**src/rtl/uart_pkg.sv**
```systemverilog
// Shared UART definitions: receive FSM states, line idle level and default frame parameters.
// The PARITY state exists only when UART_RX_PARITY_EN is defined.
package uart_pkg;

    localparam logic        UART_IDLE_LEVEL       = 1'b1;
    localparam int unsigned UART_DEF_DATA_BITS    = 8;
    localparam int unsigned UART_DEF_CLKS_PER_BIT = 16;

    typedef enum logic [2:0] {
        RX_IDLE,
        RX_START,
        RX_DATA,
`ifdef UART_RX_PARITY_EN
        RX_PARITY,
`endif
        RX_STOP,
        RX_WAIT_IDLE
    } uart_rx_state_t;

endpackage

```
**src/rtl/uart_sync2.sv**
```systemverilog
// Two-flop synchroniser for asynchronous inputs, with a configurable reset value.
module uart_sync2 #(
    parameter int unsigned      WIDTH     = 1,
    parameter logic [WIDTH-1:0] RESET_VAL = '1
) (
    input  logic             clk,
    input  logic             rst,
    input  logic [WIDTH-1:0] d,
    output logic [WIDTH-1:0] q
);

    logic [WIDTH-1:0] meta;

    always_ff @(posedge clk) begin
        if (rst) begin
            meta <= RESET_VAL;
            q    <= RESET_VAL;
        end else begin
            meta <= d;
            q    <= meta;
        end
    end

endmodule

```
**src/rtl/uart_rx_deser.sv**
```systemverilog
// UART receive deserializer: synchronised rx, mid-bit sampling, valid/ready output with
// framing-error and overrun flags. Optional parity checking under UART_RX_PARITY_EN.
module uart_rx_deser
    import uart_pkg::*;
#(
    parameter int unsigned DATA_BITS    = UART_DEF_DATA_BITS,
    parameter int unsigned CLKS_PER_BIT = UART_DEF_CLKS_PER_BIT
`ifdef UART_RX_PARITY_EN
    ,
    parameter bit          PARITY_ODD   = 1'b0
`endif
) (
    input  logic                 clk,
    input  logic                 rst,
    input  logic                 rx,
    output logic [DATA_BITS-1:0] out_data,
    output logic                 out_valid,
    input  logic                 out_ready,
    output logic                 frame_err,
    output logic                 overrun,
`ifdef UART_RX_PARITY_EN
    output logic                 parity_err,
`endif
    output logic                 busy
);

    localparam int unsigned       BCNT_W    = $clog2(CLKS_PER_BIT);
    localparam int unsigned       BIDX_W    = $clog2(DATA_BITS + 1);
    localparam logic [BCNT_W-1:0] BCNT_LAST = BCNT_W'(CLKS_PER_BIT - 1);
    localparam logic [BCNT_W-1:0] BCNT_HALF = BCNT_W'(CLKS_PER_BIT / 2 - 1);
    localparam logic [BIDX_W-1:0] BIDX_LAST = BIDX_W'(DATA_BITS - 1);

    logic                 rxs;
    uart_rx_state_t       state, state_n;
    logic [BCNT_W-1:0]    bcnt;
    logic [BIDX_W-1:0]    bidx;
    logic [DATA_BITS-1:0] shreg;
    logic                 cnt_run, bcnt_clr, bidx_clr, shift_en, frame_done;
    logic                 done_q, done_ferr;
    logic [DATA_BITS-1:0] done_data;
`ifdef UART_RX_PARITY_EN
    logic                 par_en, par_q, done_perr;
`endif

    uart_sync2 #(
        .WIDTH     (1),
        .RESET_VAL (UART_IDLE_LEVEL)
    ) u_rx_sync (
        .clk (clk),
        .rst (rst),
        .d   (rx),
        .q   (rxs)
    );

    always_ff @(posedge clk) begin
        if (rst) state <= RX_IDLE;
        else     state <= state_n;
    end

    always_comb begin
        state_n    = state;
        cnt_run    = 1'b0;
        bcnt_clr   = 1'b0;
        bidx_clr   = 1'b0;
        shift_en   = 1'b0;
        frame_done = 1'b0;
`ifdef UART_RX_PARITY_EN
        par_en     = 1'b0;
`endif
        case (state)
            RX_IDLE: begin
                if (!rxs) begin
                    state_n  = RX_START;
                    bcnt_clr = 1'b1;
                end
            end
            RX_START: begin
                cnt_run = 1'b1;
                if (bcnt == BCNT_HALF) begin
                    bcnt_clr = 1'b1;
                    bidx_clr = 1'b1;
                    state_n  = rxs ? RX_IDLE : RX_DATA;
                end
            end
            RX_DATA: begin
                cnt_run = 1'b1;
                if (bcnt == BCNT_LAST) begin
                    bcnt_clr = 1'b1;
                    shift_en = 1'b1;
                    if (bidx == BIDX_LAST) begin
`ifdef UART_RX_PARITY_EN
                        state_n = RX_PARITY;
`else
                        state_n = RX_STOP;
`endif
                    end
                end
            end
`ifdef UART_RX_PARITY_EN
            RX_PARITY: begin
                cnt_run = 1'b1;
                if (bcnt == BCNT_LAST) begin
                    bcnt_clr = 1'b1;
                    par_en   = 1'b1;
                    state_n  = RX_STOP;
                end
            end
`endif
            RX_STOP: begin
                cnt_run = 1'b1;
                if (bcnt == BCNT_LAST) begin
                    bcnt_clr   = 1'b1;
                    frame_done = 1'b1;
                    state_n    = rxs ? RX_IDLE : RX_WAIT_IDLE;
                end
            end
            RX_WAIT_IDLE: begin
                if (rxs) state_n = RX_IDLE;
            end
            default: state_n = RX_IDLE;
        endcase
    end

    assign busy = (state != RX_IDLE);

    always_ff @(posedge clk) begin
        if (rst || bcnt_clr || !cnt_run) bcnt <= '0;
        else                             bcnt <= bcnt + BCNT_W'(1);
    end

    always_ff @(posedge clk) begin
        if (rst) begin
            bidx  <= '0;
            shreg <= '0;
        end else if (bidx_clr) begin
            bidx  <= '0;
        end else if (shift_en) begin
            bidx  <= bidx + BIDX_W'(1);
            shreg <= {rxs, shreg[DATA_BITS-1:1]};
        end
    end

`ifdef UART_RX_PARITY_EN
    always_ff @(posedge clk) begin
        if (rst)         par_q <= 1'b0;
        else if (par_en) par_q <= rxs;
    end
`endif

    // Completed frame is staged for one cycle; the output register loads from this stage.
    always_ff @(posedge clk) begin
        if (rst) begin
            done_q    <= 1'b0;
            done_data <= '0;
            done_ferr <= 1'b0;
`ifdef UART_RX_PARITY_EN
            done_perr <= 1'b0;
`endif
        end else begin
            done_q <= frame_done;
            if (frame_done) begin
                done_data <= shreg;
                done_ferr <= ~rxs;
`ifdef UART_RX_PARITY_EN
                done_perr <= (^shreg) ^ par_q ^ PARITY_ODD;
`endif
            end
        end
    end

    always_ff @(posedge clk) begin
        if (rst) begin
            out_data   <= '0;
            out_valid  <= 1'b0;
            frame_err  <= 1'b0;
            overrun    <= 1'b0;
`ifdef UART_RX_PARITY_EN
            parity_err <= 1'b0;
`endif
        end else begin
            overrun <= 1'b0;
            if (done_q && (!out_valid || out_ready)) begin
                out_data   <= done_data;
                frame_err  <= done_ferr;
                out_valid  <= 1'b1;
`ifdef UART_RX_PARITY_EN
                parity_err <= done_perr;
`endif
            end else if (done_q) begin
                overrun <= 1'b1;
            end else if (out_valid && out_ready) begin
                out_valid <= 1'b0;
            end
        end
    end

endmodule

```
**config.mk**
```make
export PLATFORM = sky130hd
export DESIGN_NAME = uart_rx_deser
export DESIGN_NICKNAME = d
export VERILOG_FILES = /design/src/rtl/uart_pkg.sv /design/src/rtl/uart_sync2.sv /design/src/rtl/uart_rx_deser.sv
export SDC_FILE = /design/constraint.sdc
export NUM_CORES = 1
export LEC_CHECK = 0
export CORE_MARGIN = 2
export CORE_UTILIZATION = 58
export CTS_BUF_LIST = sky130_fd_sc_hd__clkbuf_4
export CTS_CLUSTER_DIAMETER = 120
export DETAILED_ROUTE_END_ITERATION = 16
export PLACE_DENSITY = 0.81
export SETUP_SLACK_MARGIN = 0.02
export SLEW_MARGIN = 20
export SYNTH_ARGS = -nofsm -noshare
export SYNTH_HDL_FRONTEND = slang
export SYNTH_SLANG_ARGS = --single-unit
```
**constraint.sdc**
```tcl
create_clock -name clk -period 1.8 [get_ports clk]
set_input_delay 0.36 -clock clk [delete_from_list [all_inputs] [get_ports clk]]
set_output_delay 0.36 -clock clk [all_outputs]
set_load 0.005 [all_outputs]
```
Yosys cells after proc, flatten, opt, wreduce, memory -nomap -nowiden
Cells that the tools add are included.
- register bits after elaboration: 42
- input port bits: 4
- output and inout port bits: 12
- word-level logic and storage cells: 69
- add/subtract/negate cells: 2
- eq/ne operators: 14
- mux-type cells: 21
- bitwise logic cells: 2
- reductions and logical operators: 17
- operators with widths (kind ; count):
    2-to-1 mux 3 bit ; 7
    case mux 3 bit (5 select lines) ; 1
    2-to-1 mux 1 bit ; 11
    inequality test 2 bit, second input constant ; 5
    adder 4 x 1 -> 4 bit, second input constant ; 2
    == test 4 x 3 -> 1 bit, second input constant ; 2
    == test 3 x 2 -> 1 bit, second input constant ; 2
    AND reduction 6 bit ; 1
    OR reduction 2 bit ; 3
    == test 4 bit, second input constant ; 1
    inequality test 2 x 1 -> 1 bit, second input constant ; 2
    AND reduction 2 bit ; 2
    == test 3 x 1 -> 1 bit, second input constant ; 1
    == test 3 bit, second input constant ; 1
    logical NOT 3 bit ; 1
    logical OR 1 bit ; 3
    case mux 1 bit (3 select lines) ; 1
    nonzero test 3 bit ; 1
    OR reduction 3 bit ; 1
    logical AND 1 bit ; 2
    logical NOT 1 bit ; 2
    2-to-1 mux 2 bit ; 1
    NOT 1 bit ; 2
    nonzero test 2 bit ; 1

Logic depth before layout (Yosys ltp)
- word-level depth: 5
- depth in mapped cells: 5
- depth with buffers taken out: 4

By module
Synthesis repeated with hierarchy kept, for this count alone.
- cell total of the unflattened synthesis: 175
- area total of the unflattened synthesis: 1672.9 um^2
- by module, submodules not included (module ; instances ; cells an instance ; area each (um^2) ; seq. area each (um^2)):
    uart_rx_deser ; 1 ; 171 ; 1620.3 ; 800.8
    uart_sync2 ; 1 ; 4 ; 52.6 ; 40.0

Least setup slack after synthesis
No wires, ideal clock.
- path type: reg-to-reg
- start: register bcnt[0]
- end: register bidx[3]
- data arrival time: 1.396 ns
- data required time: 1.730 ns
- path slack: 0.334 ns
- cell stages (with the launch flop): 5
- path buffers: 0
- clock period less this slack: 1.466 ns
- cells stage by stage: dfxtp_1 ha_1 nand4_1 or4_1 a21oi_1
- cells in the longest elaborated chain, start to end: 4
- ends and longest elaborated chain (element ; line ; text):
    start: declaration ; uart_rx_deser.sv:35 ; logic [BCNT_W-1:0] bcnt;
    start signal: assignment ; uart_rx_deser.sv:128 ; else bcnt <= bcnt + BCNT_W'(1);
    == test 4 x 3 -> 1 bit ; uart_rx_deser.sv:79 ; if (bcnt == BCNT_HALF) begin
    2-to-1 mux 1 bit ; uart_rx_deser.sv:79 ;
    2-to-1 mux 1 bit ; uart_rx_deser.sv:70 ; case (state)
    OR reduction 2 bit (no source line) ; -- ;
    end signal: assignment ; uart_rx_deser.sv:138 ; bidx <= bidx + BIDX_W'(1);
    end: declaration ; uart_rx_deser.sv:36 ; logic [BIDX_W-1:0] bidx;
Several ways; a longest one is shown, not always the timed one.
A chain may end at the register's enable or synchronous reset.

Worst setup path in the final report
- start: register state[0]
- end: output port busy
- cells in the longest elaborated chain, start to end: 1
- ends and longest elaborated chain (element ; line ; text):
    start: declaration ; uart_rx_deser.sv:34 ; uart_rx_state_t state, state_n;
    start signal: assignment ; uart_rx_deser.sv:57 ; else state <= state_n;
    nonzero test 3 bit ; uart_rx_deser.sv:124 ; assign busy = (state != RX_IDLE);
    end: declaration ; uart_rx_deser.sv:24 ; output logic busy
No other way between the ends.

==> results.sh <==
export IMPL_holdPathEnd="u_rx_sync.q"
export IMPL_stdcell_count=241
export IMPL_nFillCells=236
export IMPL_ioPinCount=16
export IMPL_holdCritStartpoint="u_rx_sync.meta"
export IMPL_h_tree_depth=2
export IMPL_dp_cells=230
export IMPL_grt_use_total_pct=24.5
export IMPL_cp_required_ps=1440
export IMPL_grt_antenna_before_repair=0
export IMPL_hold_violations=0
export IMPL_drc=0
export IMPL_synth_fp_nets=201
export IMPL_drv_cap=0
export IMPL_cp_top_family="flip-flops"
export IMPL_core_area_sq_um=2760
export IMPL_yosys_warnings=0
export IMPL_synth_distinct_cells=32
export IMPL_ys_seq_elements=42
export IMPL_hp_class="flip-flop to flip-flop"
export IMPL_multi_input_area_sq_um=752
export IMPL_insertion_delay_ps=350
export IMPL_synth_async_reset_ratio_pct=0
export IMPL_rows=19
export IMPL_overflow=0
export IMPL_cts_buffers=5
export IMPL_cp_start_kind="flip-flop"
export IMPL_layout_cells_most_common="dfxtp_1"
export IMPL_rr_worst_depth=4
export IMPL_yosys_area_top_type_share_pct=50.0
export IMPL_seqCellArea_sq_um=850
export IMPL_irDropWorstVdd_mv=0.666
export IMPL_firstDrtPassIters=4
export IMPL_grt_pass1_vias=1351
export IMPL_fin_area_sq_um=1950
export IMPL_grt_pass1_wl_um=6220
export IMPL_finalMaxSlewViolations=0
export IMPL_synthTopCellsByArea="dfxtp_1 (50%), a21oi_1 (9.2%), nand3_1 (8.3%)"
export IMPL_crit_path_max_incr_delay_ps=360
export IMPL_reg2reg_to="bidx[3]"
export IMPL_synth_top_area_cell="dfxtp_1"
export IMPL_detail_route_antenna_nets=0
export IMPL_min_period_over_period_pct=92.8
export IMPL_final_nets=215
export IMPL_crit_slowest_cell="dfxtp_4"
export IMPL_placed_area_sq_um=1840
export IMPL_fin_skew_ps=6.34
export IMPL_final_cell_mix="dfxtp_1 (39), a21oi_1 (31), nand3_1 (28), o21ai_0 (27), clkdlybuf4s50_1 (14)"
export IMPL_r2r_start="bcnt[0]"
export IMPL_clkTransAtPathRegs_ps=110
export IMPL_drt_wl_total_um=3640
export IMPL_fmax_mhz=599
export IMPL_hold_path_depth=1
export IMPL_vias=1508
export IMPL_timing_critical_path_buf_inv=1
export IMPL_tightestPinTransition_ps=581
export IMPL_fp_dieH_um=57.8
export IMPL_setup_violations=0
export IMPL_relSlewSlack_pct=61.1
export IMPL_avgSynthCellArea_sq_um=8.62
export IMPL_min_period_ps=1670
export IMPL_dp_hpwl_um=2390
export IMPL_n_antenna_cell=0
export IMPL_p_leak_uw=0.000639
export IMPL_rsz0062_at_grt="no"
export IMPL_synth_ff_type="dfxtp_1"
export IMPL_power_density_nw_per_um2=819
export IMPL_crit_chain="or3_1, dlygate4sd2_1"
export IMPL_layout_drive_gt1_share_pct=11.0
export IMPL_r2r_slack_ps=140
export IMPL_setup_tns_ps=0
export IMPL_cts_tree="yes"
export IMPL_path_class="flip-flop to primary output"
export IMPL_die_w_um=57.8
export IMPL_drt_iter0_drc=49
export IMPL_grt_max_degree=34
export IMPL_start_util_pct=61.0
export IMPL_netlist_area_sq_um=1680
export IMPL_worstSetupEndpointType="primary output"
export IMPL_fp_dieArea_sq_um=3350
export IMPL_wl_per_cell_um=15.1
export IMPL_status="completed"
export IMPL_finalHoldWorstSlack_ps=428
export IMPL_portBuffers=15
export IMPL_cts_sinks=42
export IMPL_globalplace_congestion=0.790
export IMPL_holdBufCountCts=0
export IMPL_critPathArrivalTime_ps=1310
export IMPL_root_buffer="clkbuf_4"
export IMPL_cts_buffer_depth=2
export IMPL_postSynthCellCount=195
export IMPL_seq_area_frac_synth_pct=50.0
export IMPL_area_delta_synth_final_pct=16.2
export IMPL_path_max_fanout=2
export IMPL_synth_edff_count=0
export IMPL_via_per_inst=6.26
## worst register-to-register path, stage by stage, from the launching register on
cell,delay [ps]
dfxtp_1,400
ha_1,190
nand4_1,290
or4_1,560
a21oi_1,160
## cell families (layout without fill, tap and decap cells)
logic type	count (synthesis)	count (layout)	synth area share (%)
AO/OA/AOI/OAI	72	72	24.0
XOR/XNOR	2	2	1.04
adder cells (fa/ha/maj)	2	2	1.49
buffers and inverters	21	36	5.28
flip-flops	42	42	50.0
AND/OR/NAND/NOR	56	56	18.2
## registers in the layout (all words and copies together) (netlist names), 3 cells and up
signal and count:
done_data 8, bidx 4, out_data 8, state 3, shreg 8, bcnt 4
## power breakdown
| group | switching [uW] | total (uW) | internal, uW |
|---|---|---|---|
| combinational | 36.2 | 56.5 | 20.3 |
| clock | 284 | 609 | 325 |
| sequential | 3.49 | 934 | 931 |
| total | 324 | 1600 | 1280 |
## routing by layer
layer / track usage, % / up-vias / wire length [um]
met2: 40.6 / 55 / 1790
met4: 8.97 / 0 / 65
met5: 0 / - / 0
li1: - / 734 / -
met1: 30.1 / 710 / 1580
met3: 7.37 / 9 / 203
## cell type report
| cell class | count | area share [%] |
|---|---|---|
| clock buffer | 7 | 2.69 |
| clock inverter | 1 | 1.54 |
| inverter | 4 | 0.768 |
| multi-input combinational | 132 | 38.5 |
| sequential | 42 | 43.5 |
| tap | 31 | 1.98 |
| timing repair buffer | 24 | 11.1 |
## stage by stage
| step | power (uW) | worst slack, ps | util, % |
|---|---|---|---|
| 2_1_floorplan | 993 | 334 | - |
| 3_3_place_gp | 1010 | 261 | 66.8 |
| 3_5_place_dp | 1010 | 144 | 66.8 |
| 4_1_cts | 1610 | 126 | 70.9 |
| 5_1_grt | 1660 | 25.7 | 70.9 |
| 6_report | 1600 | 130 | 70.9 |
## cells in the mapped netlist, types with 3 or more instances
master	n
nor2_1	4
dfxtp_1	42
buf_2	5
or4_1	3
inv_1	4
nand2b_1	4
a311oi_1	3
nor3_1	3
a21oi_1	31
clkbuf_1	11
or2_1	3
o21ai_0	27
nand3_1	28
## worst max path at each step
stage / start / to / slack [ps] / cells past startpoint
finish: state[0] / busy / 130 / 2
global route: bcnt[0] / bidx[3] / 30 / 4
CTS: bcnt[0] / bidx[3] / 130 / 4
detailed placement: state[1] / bidx[3] / 140 / 3
global placement: rst / bcnt[3] / 260 / 4
floorplan: bcnt[0] / bidx[3] / 330 / 4
## what timing repair did
action | 4_1_cts | 5_1_grt
endpoints found under the setup margin | 1 | 0
resized for setup | 6 | 0
setup buffers | 3 | 0
Power figures use the tool's default switching activity.
